### config.mk
export PLATFORM = sky130hd
export DESIGN_NAME = elink_trig_wb_reader_flat
export DESIGN_NICKNAME = d
export VERILOG_FILES = /design/src/rtl/elink_trig_wb_reader_if.sv /design/src/rtl/elink_trig_wb_reader.sv /design/src/flat_wrapper.sv
export SDC_FILE = /design/constraint.sdc
export NUM_CORES = 1
export LEC_CHECK = 0
export BUFFER_PORTS_ARGS = -buffer_cell sky130_fd_sc_hd__buf_2
export CAP_MARGIN = 40
export CORE_ASPECT_RATIO = 1.25
export CORE_MARGIN = 2
export CORE_UTILIZATION = 55
export CTS_CLUSTER_DIAMETER = 40
export DETAILED_ROUTE_END_ITERATION = 12
export PLACE_DENSITY = 0.86
export SYNTH_ARGS = -nofsm -noshare
export SYNTH_HDL_FRONTEND = slang
export SYNTH_SLANG_ARGS = --single-unit
### constraint.sdc
create_clock -name clk -period 2.79 [get_ports clk]
set_input_delay 0.837 -clock clk [delete_from_list [all_inputs] [get_ports clk]]
set_output_delay 0.837 -clock clk [all_outputs]
set_load 0.02 [all_outputs]
### src/rtl/elink_trig_wb_reader_if.sv
// Wishbone read channel between the trigger reader (master) and the elink trigger scrubber (slave).
interface elink_trig_wb_reader_if #(
    parameter int NUM_ADDRS = 4
);
    logic [NUM_ADDRS-1:0] o_wb_addr;
    logic                 o_wb_stb;
    logic                 i_wb_stall;
    logic                 i_wb_ack;
    logic [9:0]           i_wb_data;

    modport master (
        output o_wb_addr, o_wb_stb,
        input  i_wb_stall, i_wb_ack, i_wb_data
    );

    modport slave (
        input  o_wb_addr, o_wb_stb,
        output i_wb_stall, i_wb_ack, i_wb_data
    );
endinterface

### src/rtl/elink_trig_wb_reader.sv
// Sweeps Wishbone addresses 0..MAX_ADDR, forwarding each voted trigger word downstream.
// Define ELINK_TRIG_READER_PARITY_EN to add the registered out_parity output.
module elink_trig_wb_reader #(
    parameter int NUM_ADDRS   = 4,
    parameter int MAX_ADDR    = 3,
    parameter int ACK_TIMEOUT = 15
) (
    input  logic                   clk,
    input  logic                   rst_n,
    input  logic                   start,
    elink_trig_wb_reader_if.master wb,
    output logic [9:0]             out_data,
    output logic [NUM_ADDRS-1:0]   out_addr,
    output logic                   out_valid,
    input  logic                   out_ready,
    output logic                   busy,
    output logic                   done,
    output logic                   timeout_err
`ifdef ELINK_TRIG_READER_PARITY_EN
    ,
    output logic                   out_parity
`endif
);

    typedef enum logic [2:0] {IDLE, REQ, WAIT_ACK, PUSH, FINISH} state_e;

    localparam logic [NUM_ADDRS-1:0] LAST_ADDR = NUM_ADDRS'(MAX_ADDR);
    localparam logic [3:0]           TMO_LAST  = 4'(ACK_TIMEOUT - 1);

    state_e               state_q, state_d;
    logic [NUM_ADDRS-1:0] addr_q, addr_d;
    logic                 stb_q, stb_d;
    logic [3:0]           cnt_q, cnt_d;
    logic [9:0]           data_q, data_d;
    logic [NUM_ADDRS-1:0] oaddr_q, oaddr_d;
    logic                 valid_q, valid_d;
    logic                 busy_q, busy_d;
    logic                 done_q, done_d;
    logic                 terr_q, terr_d;
`ifdef ELINK_TRIG_READER_PARITY_EN
    logic                 parity_q, parity_d;
`endif

    always_comb begin
        state_d = state_q;
        addr_d  = addr_q;
        stb_d   = stb_q;
        cnt_d   = cnt_q;
        data_d  = data_q;
        oaddr_d = oaddr_q;
        valid_d = valid_q;
        terr_d  = terr_q;
`ifdef ELINK_TRIG_READER_PARITY_EN
        parity_d = parity_q;
`endif
        case (state_q)
            IDLE: begin
                if (start) begin
                    state_d = REQ;
                    addr_d  = '0;
                    stb_d   = 1'b1;
                end
            end
            REQ: begin
                if (!wb.i_wb_stall) begin
                    state_d = WAIT_ACK;
                    cnt_d   = '0;
                end
            end
            WAIT_ACK: begin
                if (wb.i_wb_ack) begin
                    data_d  = wb.i_wb_data;
                    oaddr_d = addr_q;
                    valid_d = 1'b1;
                    stb_d   = 1'b0;
                    state_d = PUSH;
`ifdef ELINK_TRIG_READER_PARITY_EN
                    parity_d = ^wb.i_wb_data;
`endif
                end else if (cnt_q == TMO_LAST) begin
                    // Timed-out word passes through PUSH with no valid, giving the stb-low gap.
                    stb_d   = 1'b0;
                    terr_d  = 1'b1;
                    state_d = PUSH;
                end else begin
                    cnt_d = cnt_q + 4'd1;
                end
            end
            PUSH: begin
                if (!valid_q || out_ready) begin
                    valid_d = 1'b0;
                    if (addr_q == LAST_ADDR) begin
                        state_d = FINISH;
                    end else begin
                        addr_d  = addr_q + 1'b1;
                        stb_d   = 1'b1;
                        state_d = REQ;
                    end
                end
            end
            FINISH: begin
                state_d = IDLE;
                addr_d  = '0;
            end
            default: begin
                state_d = IDLE;
                addr_d  = '0;
                stb_d   = 1'b0;
            end
        endcase
        busy_d = (state_d != IDLE);
        done_d = (state_d == FINISH);
    end

    always_ff @(posedge clk or negedge rst_n) begin
        if (!rst_n) begin
            state_q  <= IDLE;
            addr_q   <= '0;
            stb_q    <= 1'b0;
            cnt_q    <= '0;
            data_q   <= '0;
            oaddr_q  <= '0;
            valid_q  <= 1'b0;
            busy_q   <= 1'b0;
            done_q   <= 1'b0;
            terr_q   <= 1'b0;
`ifdef ELINK_TRIG_READER_PARITY_EN
            parity_q <= 1'b0;
`endif
        end else begin
            state_q  <= state_d;
            addr_q   <= addr_d;
            stb_q    <= stb_d;
            cnt_q    <= cnt_d;
            data_q   <= data_d;
            oaddr_q  <= oaddr_d;
            valid_q  <= valid_d;
            busy_q   <= busy_d;
            done_q   <= done_d;
            terr_q   <= terr_d;
`ifdef ELINK_TRIG_READER_PARITY_EN
            parity_q <= parity_d;
`endif
        end
    end

    assign wb.o_wb_addr = addr_q;
    assign wb.o_wb_stb  = stb_q;
    assign out_data     = data_q;
    assign out_addr     = oaddr_q;
    assign out_valid    = valid_q;
    assign busy         = busy_q;
    assign done         = done_q;
    assign timeout_err  = terr_q;
`ifdef ELINK_TRIG_READER_PARITY_EN
    assign out_parity   = parity_q;
`endif

endmodule
### src/flat_wrapper.sv
// flat-port wrapper written by rule: the top's interface ports become plain ports
module elink_trig_wb_reader_flat 
#(
    parameter int NUM_ADDRS   = 4,
    parameter int MAX_ADDR    = 3,
    parameter int ACK_TIMEOUT = 15
)
  (clk, rst_n, start, out_data, out_addr, out_valid, out_ready, busy, done, timeout_err, wb_o_wb_addr, wb_o_wb_stb, wb_i_wb_stall, wb_i_wb_ack, wb_i_wb_data);
  elink_trig_wb_reader_if #(.NUM_ADDRS(NUM_ADDRS)) wb_i ();
  input  logic clk;
  input  logic rst_n;
  input  logic start;
  output logic [9:0] out_data;
  output logic [NUM_ADDRS-1:0] out_addr;
  output logic out_valid;
  input  logic out_ready;
  output logic busy;
  output logic done;
  output logic timeout_err;
  output wire logic [$bits(wb_i.o_wb_addr)-1:0] wb_o_wb_addr;
  output wire logic [$bits(wb_i.o_wb_stb)-1:0] wb_o_wb_stb;
  input wire logic [$bits(wb_i.i_wb_stall)-1:0] wb_i_wb_stall;
  input wire logic [$bits(wb_i.i_wb_ack)-1:0] wb_i_wb_ack;
  input wire logic [$bits(wb_i.i_wb_data)-1:0] wb_i_wb_data;
  assign wb_o_wb_addr = wb_i.o_wb_addr;
  assign wb_o_wb_stb = wb_i.o_wb_stb;
  assign wb_i.i_wb_stall = wb_i_wb_stall;
  assign wb_i.i_wb_ack = wb_i_wb_ack;
  assign wb_i.i_wb_data = wb_i_wb_data;
  elink_trig_wb_reader #(.NUM_ADDRS(NUM_ADDRS), .MAX_ADDR(MAX_ADDR), .ACK_TIMEOUT(ACK_TIMEOUT)) u_core (.clk(clk), .rst_n(rst_n), .start(start), .wb(wb_i), .out_data(out_data), .out_addr(out_addr), .out_valid(out_valid), .out_ready(out_ready), .busy(busy), .done(done), .timeout_err(timeout_err));
endmodule
==> run metrics, run 1 <==
sink count of the clock tree=30; number of warnings printed during yosys synthesis=0; compound-cell area share of the yosys netlist=11.3%; Max-Cap Viols=0; Largest delay share family, worst path=compound AO/OA/AOI/OAI gates; sw power=0.702 mW; worst clock skew=0.00771 ns; worst-path cell with the longest stage delay=dfrtp_1; area delta synth->final=19.8%; io pins=39; CTS Buffer Depth=2; maximum number of pins on one net before global-route repair=31; grt total ovfl=0; Critical Path RT=3.04 ns; area of the die=2990 µm²; share of synthesized cell area in and, or, nand and nor gates=16.1%; clock slew at reported path FFs=0.09 ns; H-Tree Depth=2; combinational family with the most area after synthesis=simple AND/OR/NAND/NOR gates; RSZ-0062 raised after global routing=no; number of cells after detailed placement=186; relative contribution of the clock network to total power=18.8%; fmax=529 MHz; number of nets with antenna violations after detailed routing=0; number of design rule violations left after detail routing=0; via count of the first global-routing pass=1079; all-layer global routing usage=21.6%; CTS tree=built; buffer type at the clock tree root=clkbuf_4; xor and xnor fraction of the mapped netlist area=1.24%; capturing element type of the critical path=flip-flop; mean routed wirelength per cell=14.2 µm; syn_area_per_cell=11.7 µm²; Sum Neg Setup Slack=0 ns; Clk Latency, worst-skew pair=0.33 ns; final WL=2760 µm; CTS-repair resized insts=0; Worst path max stage delay=0.46 ns; kind of start point of the critical path=flip-flop; total via count after detailed routing=1074; # rows=20; internal power component=1.09 mW; weighted congestion reported at the end of routability-driven placement=0.771; reported leakage power=0.805 nW; number of hold buffers added after cts=0; antenna cell count=0; Post-Synthesis Net Count=140; initial antenna violation count=0; initial standard-cell utilization of the core=58.1%; CP max FO=6; final count of pins violating max slew=0; post-synthesis sequential area ratio=53.2%; sequential cell fraction of total power=40.5%; Util after Layout=69.6%; worst setup path category=reg -> reg; outcome=completed; Critical Path AT=2.14 ns; number of hold-slack violations in the final timing report=0; Tightest Hold Check Type=reg -> reg; core area=2430 µm²; Chip Height=60.6 µm; Synth Register Bits=30; Switching Share=39.1%; number of cells produced by synthesis=121; transition time at the pin with the least slew margin=0.621 ns; share of total power in combinational logic=40.7%; Synth Flop Type=dfrtp_1; power density over cell area=1060 nW/µm²; final cell count without fillers=194; final setup violation count=0; buffers inserted by post-CTS timing repair=0; wire length of the first global-routing pass=4770 µm; DP HPWL=2070 µm; number of violations reported at the end of detailed-routing iteration 0=16; number of buffers and inverters on the critical path=0; cell seen most often among critical-path stages=o21ai_0; count of port buffers added during placement=38; number of distinct library cells after synthesis=40; adder and majority gate portion of the synthesized area=2.66%; ratio of routed vias to standard cells=5.54; number of synthesized flops with an enable pin=0; ratio of final minimum period to clock period=67.8%; share of final-layout standard cells stronger than drive strength 1=41.6%; crit-path cells=ha_1 > or3b_1 > a311oi_2 > o21ai_0 > o21ai_0; remaining max-slew budget at the tightest pin=58.6%; share of flip-flops with an asynchronous set or reset after synthesis=100%; post-synth design cell area=1410 µm²; Max IR drop VDD=0.617 mV; router iterations before antenna repair=4; proportion of synthesized area in mux cells=12.0%; Die W=49.3 µm; total number of nets in the final design=179; number of CTS-inserted buffers=5; fin crit period=1.89 ns
synth_stat cells, types with 3 or more instances:
cell type  count  share of area [%]
nor3_1         5                1.8
o2bb2ai_1      3                1.9
nand3_1        3                1.1
a21oi_1        6                2.1
ha_1           3                2.7
mux2_2        15                 12
o21ai_0        3                1.1
inv_1          3               0.80
nand2_1        4                1.1
nor2_1        10                2.7
dfrtp_1       30                 53
layer usage:
layer / vias to the layer above / routed length, µm / GRT usage (%)
met1: 520 / 1050 / 23.4
met5: - / 0 / 0
met2: 35 / 1500 / 39.0
met3: 7 / 149 / 6.65
li1: 512 / - / -
met4: 0 / 53 / 10.6
cell families (layout without fill, tap and decap cells):
family	Yosys count	after routing
AND/OR/NAND/NOR	38	38
flip-flops	30	30
AO/OA/AOI/OAI	23	23
multiplexers	15	15
buffers and inverters	10	50
adder cells (fa/ha/maj)	3	3
XOR/XNOR	2	2
layout by cell type (no fill, tap or decap), types with 2 or more instances in the layout:
cell and n:
a21oi_1 6, a31oi_1 2, buf_2 38, clkbuf_4 5
clkinv_2 2, dfrtp_1 30, ha_1 3, inv_1 3
mux2_2 15, nand2_1 4, nand3_1 3, nor2_1 10
nor2b_1 2, nor3_1 5, nor3b_1 2, o21ai_0 3
o21bai_1 2, o2bb2ai_1 3
layout make-up:
class                   count  area (µm²)
repair buffers             39         198
multi-input cells          81         612
inverters                   3        11.3
fillers                   189         737
clock buffers               5        37.5
clock inverters             3        40.0
flip-flops and latches     30         751
well taps                  33        41.3
worst reg2reg max path, delay by kind of cell (launching register included):
family          cells  cell delay, ns
compound gates      3            0.70
flops               1            0.46
simple gates        1            0.43
fa+ha+maj           1            0.23
worst paths after layout:
| kind | from | end | slack [ns] | depth (start not counted) |
|---|---|---|---|---|
| min reg2reg | u_core.timeout_err$_DFFE_PN0P_ | u_core.timeout_err$_DFFE_PN0P_ | 0.48 | 1 |
| max reg2reg | u_core.wb.o_wb_addr[0]$_DFFE_PN0P_ | u_core.wb.o_wb_addr[3]$_DFFE_PN0P_ | 0.90 | 5 |
| min in group asynchronous | rst_n | u_core.out_data[7]$_DFFE_PN0P_ | 0.50 | 1 |
| max | u_core.wb.o_wb_addr[0]$_DFFE_PN0P_ | u_core.wb.o_wb_addr[3]$_DFFE_PN0P_ | 0.90 | 5 |
| max in group asynchronous | rst_n | u_core.done$_DFF_PN0_ | 1.88 | 1 |
| min | u_core.timeout_err$_DFFE_PN0P_ | u_core.timeout_err$_DFFE_PN0P_ | 0.48 | 1 |
through the flow:
step / power, mW / instance area [µm²] / hold WS, ns / worst slack [ns]
2_1_floorplan: 1.25 / 1410 / 0.523 / 0.736
3_3_place_gp: 1.43 / 1610 / 0.458 / 0.916
3_5_place_dp: 1.47 / 1610 / 0.464 / 0.855
4_1_cts: 1.81 / 1690 / 0.486 / 0.897
5_1_grt: 1.92 / 1690 / 0.511 / 0.798
6_report: 1.80 / 1690 / 0.475 / 0.899
registers in the layout (all words and copies together), names as in the netlist:
register,cells
u_core.cnt_q,4
u_core.state_q,3
u_core.busy,1
u_core.timeout_err,1
u_core.wb.o_wb_stb,1
u_core.out_valid,1
u_core.wb.o_wb_addr,4
u_core.done,1
u_core.out_addr,4
u_core.out_data,10
power by group through the flow:
stage	combinational [mW]	sequential, mW	clock, mW
final	0.731	0.726	0.338
after global routing	0.801	0.754	0.369
after CTS	0.742	0.727	0.346
after detailed placement	0.739	0.735	0
after global placement	0.713	0.720	0
after floorplan	0.399	0.850	0
Power figures use the tool's default switching activity.
==> run 2, diff against run 1 <==
- CORE_UTILIZATION: 55 -> 46
- PLACE_DENSITY: 0.86 -> 0.77
- clock period: 2.79 -> 1.7 ns (I/O delays scaled with it)
==> run 2 against run 1 <==
Against the previous run:
- clock-buffer cell count is 1 higher
- hold slack got worse by 0.43 ns
- routed wire length is 4.7% higher
- final cell count rose by 8.8%
- power increased by 86%
- via count increased by 5.2%
- utilization fell by 6.0 points
- critical endpoint is now u_core.wb.o_wb_addr[1]$_DFFE_PN0P_
- critical path depth unchanged
- global-route usage shrank 3.0 points
- worst setup slack worse by 0.84 ns
==> run metrics, run 2 (synthesized netlist as in run 1, its figures left out) <==
outcome=completed; final setup violation count=0; Chip Height=65.9 µm; share of total power in combinational logic=42.5%; final hold slack=0.0473 ns; maximum number of pins on one net before global-route repair=15; number of design rule violations left after detail routing=0; total via count after detailed routing=1130; number of violations reported at the end of detailed-routing iteration 0=21; CTS tree=built; worst setup path category=reg -> reg; Critical Path AT=1.86 ns; Clk Latency, worst-skew pair=0.34 ns; antenna cell count=0; final count of pins violating max slew=0; Sequential cell area=754 µm²; sequential cell fraction of total power=35.0%; commonest cells after routing, fill and taps aside=buf_2 (38), dfrtp_1 (27), mux2_2 (15), buf_4 (15), nor2_1 (10); number of buffers and inverters on the critical path=1; area of the die=3530 µm²; mean routed wirelength per cell=13.7 µm; share of final-layout standard cells stronger than drive strength 1=50.3%; total number of nets in the final design=193; Max-Cap Viols=0; via count of the first global-routing pass=1108; area occupied by multi-input gates=648 µm²; worst-path cell with the longest stage delay=or3b_4; sw power=1.21 mW; fmax=611 MHz; initial antenna violation count=0; number of CTS-inserted buffers=5; most common cell after layout, fill and taps aside=buf_2; relative contribution of the clock network to total power=22.6%; number of hold-slack violations in the final timing report=0; DP HPWL=2140 µm; remaining max-slew budget at the tightest pin=68.0%; weighted congestion reported at the end of routability-driven placement=0.757; ratio of routed vias to standard cells=5.36; io pins=39; number of nets with antenna violations after detailed routing=0; crit-path cells=ha_4 > or3b_4 > a311oi_4 > buf_4 > o31ai_2; core area=2950 µm²; all-layer global routing usage=18.6%; # rows=22; internal power component=2.12 mW; transition time at the pin with the least slew margin=0.479 ns; final WL=2880 µm; buffer type at the clock tree root=clkbuf_4; area delta synth->final=32.7%; capturing element type of the critical path=flip-flop; Critical Path RT=1.92 ns; RSZ-0062 raised after global routing=no; Die W=53.5 µm; CP max FO=5; flop-to-flop setup slack=0.06 ns; CTS Buffer Depth=2; initial standard-cell utilization of the core=47.9%; grt total ovfl=0; Sum Neg Setup Slack=0 ns; Switching Share=36.2%; worst clock skew=0.00673 ns; Tightest Hold Check Type=in -> async; reported leakage power=0.893 nW; max FFs per register=10; Max IR drop VDD=1.10 mV; count of port buffers added during placement=38; fin crit period=1.64 ns; fill cell instance count of the final layout=248; power density over cell area=1780 nW/µm²; wire length of the first global-routing pass=4770 µm; H-Tree Depth=2; clock slew at reported path FFs=0.10 ns; router iterations before antenna repair=4; ratio of final minimum period to clock period=96.3%; sink count of the clock tree=30; Largest delay share family, worst path=simple AND/OR/NAND/NOR gates; Worst path max stage delay=0.41 ns; kind of start point of the critical path=flip-flop
run 2: path summary, 6_finish.rpt:
kind	startpoint	endpoint	cells after the start
worst max-delay path	u_core.wb.o_wb_addr[1]$_DFFE_PN0P_	u_core.wb.o_wb_addr[1]$_DFFE_PN0P_	5
worst min-delay path	rst_n	u_core.wb.o_wb_stb$_DFFE_PN0P_	1
worst max register to register	u_core.wb.o_wb_addr[1]$_DFFE_PN0P_	u_core.wb.o_wb_addr[1]$_DFFE_PN0P_	5
worst min register to register	u_core.timeout_err$_DFFE_PN0P_	u_core.timeout_err$_DFFE_PN0P_	1
max in group asynchronous	rst_n	u_core.out_data[2]$_DFFE_PN0P_	2
min in group clk	wb_i_wb_data[1]	u_core.out_data[1]$_DFFE_PN0P_	2
run 2: final cells by class:
cell class              instances  area share, %
multi-input cells              81           34.6
clock inverters                 2           3.21
well taps                      36           2.40
repair buffers                 53           16.2
clock buffers                   6           2.74
inverters                       3          0.601
flip-flops and latches         30           40.3
run 2: layer usage:
layer | global-route usage, % | vias up | wire [µm]
met5 | 0 | - | 0
met4 | 7.69 | 0 | 23
met3 | 4.75 | 2 | 138
met2 | 30.2 | 32 | 1570
met1 | 23.0 | 552 | 1160
li1 | - | 544 | -
run 2: metrics by stage:
step	setup WS [ns]	utilization, %	area [µm²]	instances	power (mW)
after detailed placement	-0.00818	58.0	1710	201	2.51
after CTS	0.0172	62.3	1830	209	3.29
after global placement	0.0831	58.0	1710	201	2.45
after floorplan	0.0293	-	1420	121	2.05
after global routing	0.0201	63.6	1870	211	3.56
final	0.0629	63.6	1870	211	3.33
run 2: repair_timing:
item | in CTS | in global routing
hold buffers | 0 | 0
gates resized for setup | 2 | 6
setup endpoints to repair | 1 | 5
setup buffers | 0 | 2
pin swaps | 1 | 2
run 2: power groups by stage:
stage	Sequential, mW	Clock [mW]	Combinational (mW)
floorplan	1.40	0	0.656
global placement	1.15	0	1.30
detailed placement	1.17	0	1.34
CTS	1.15	0.767	1.37
global route	1.20	0.801	1.56
finish	1.17	0.752	1.41
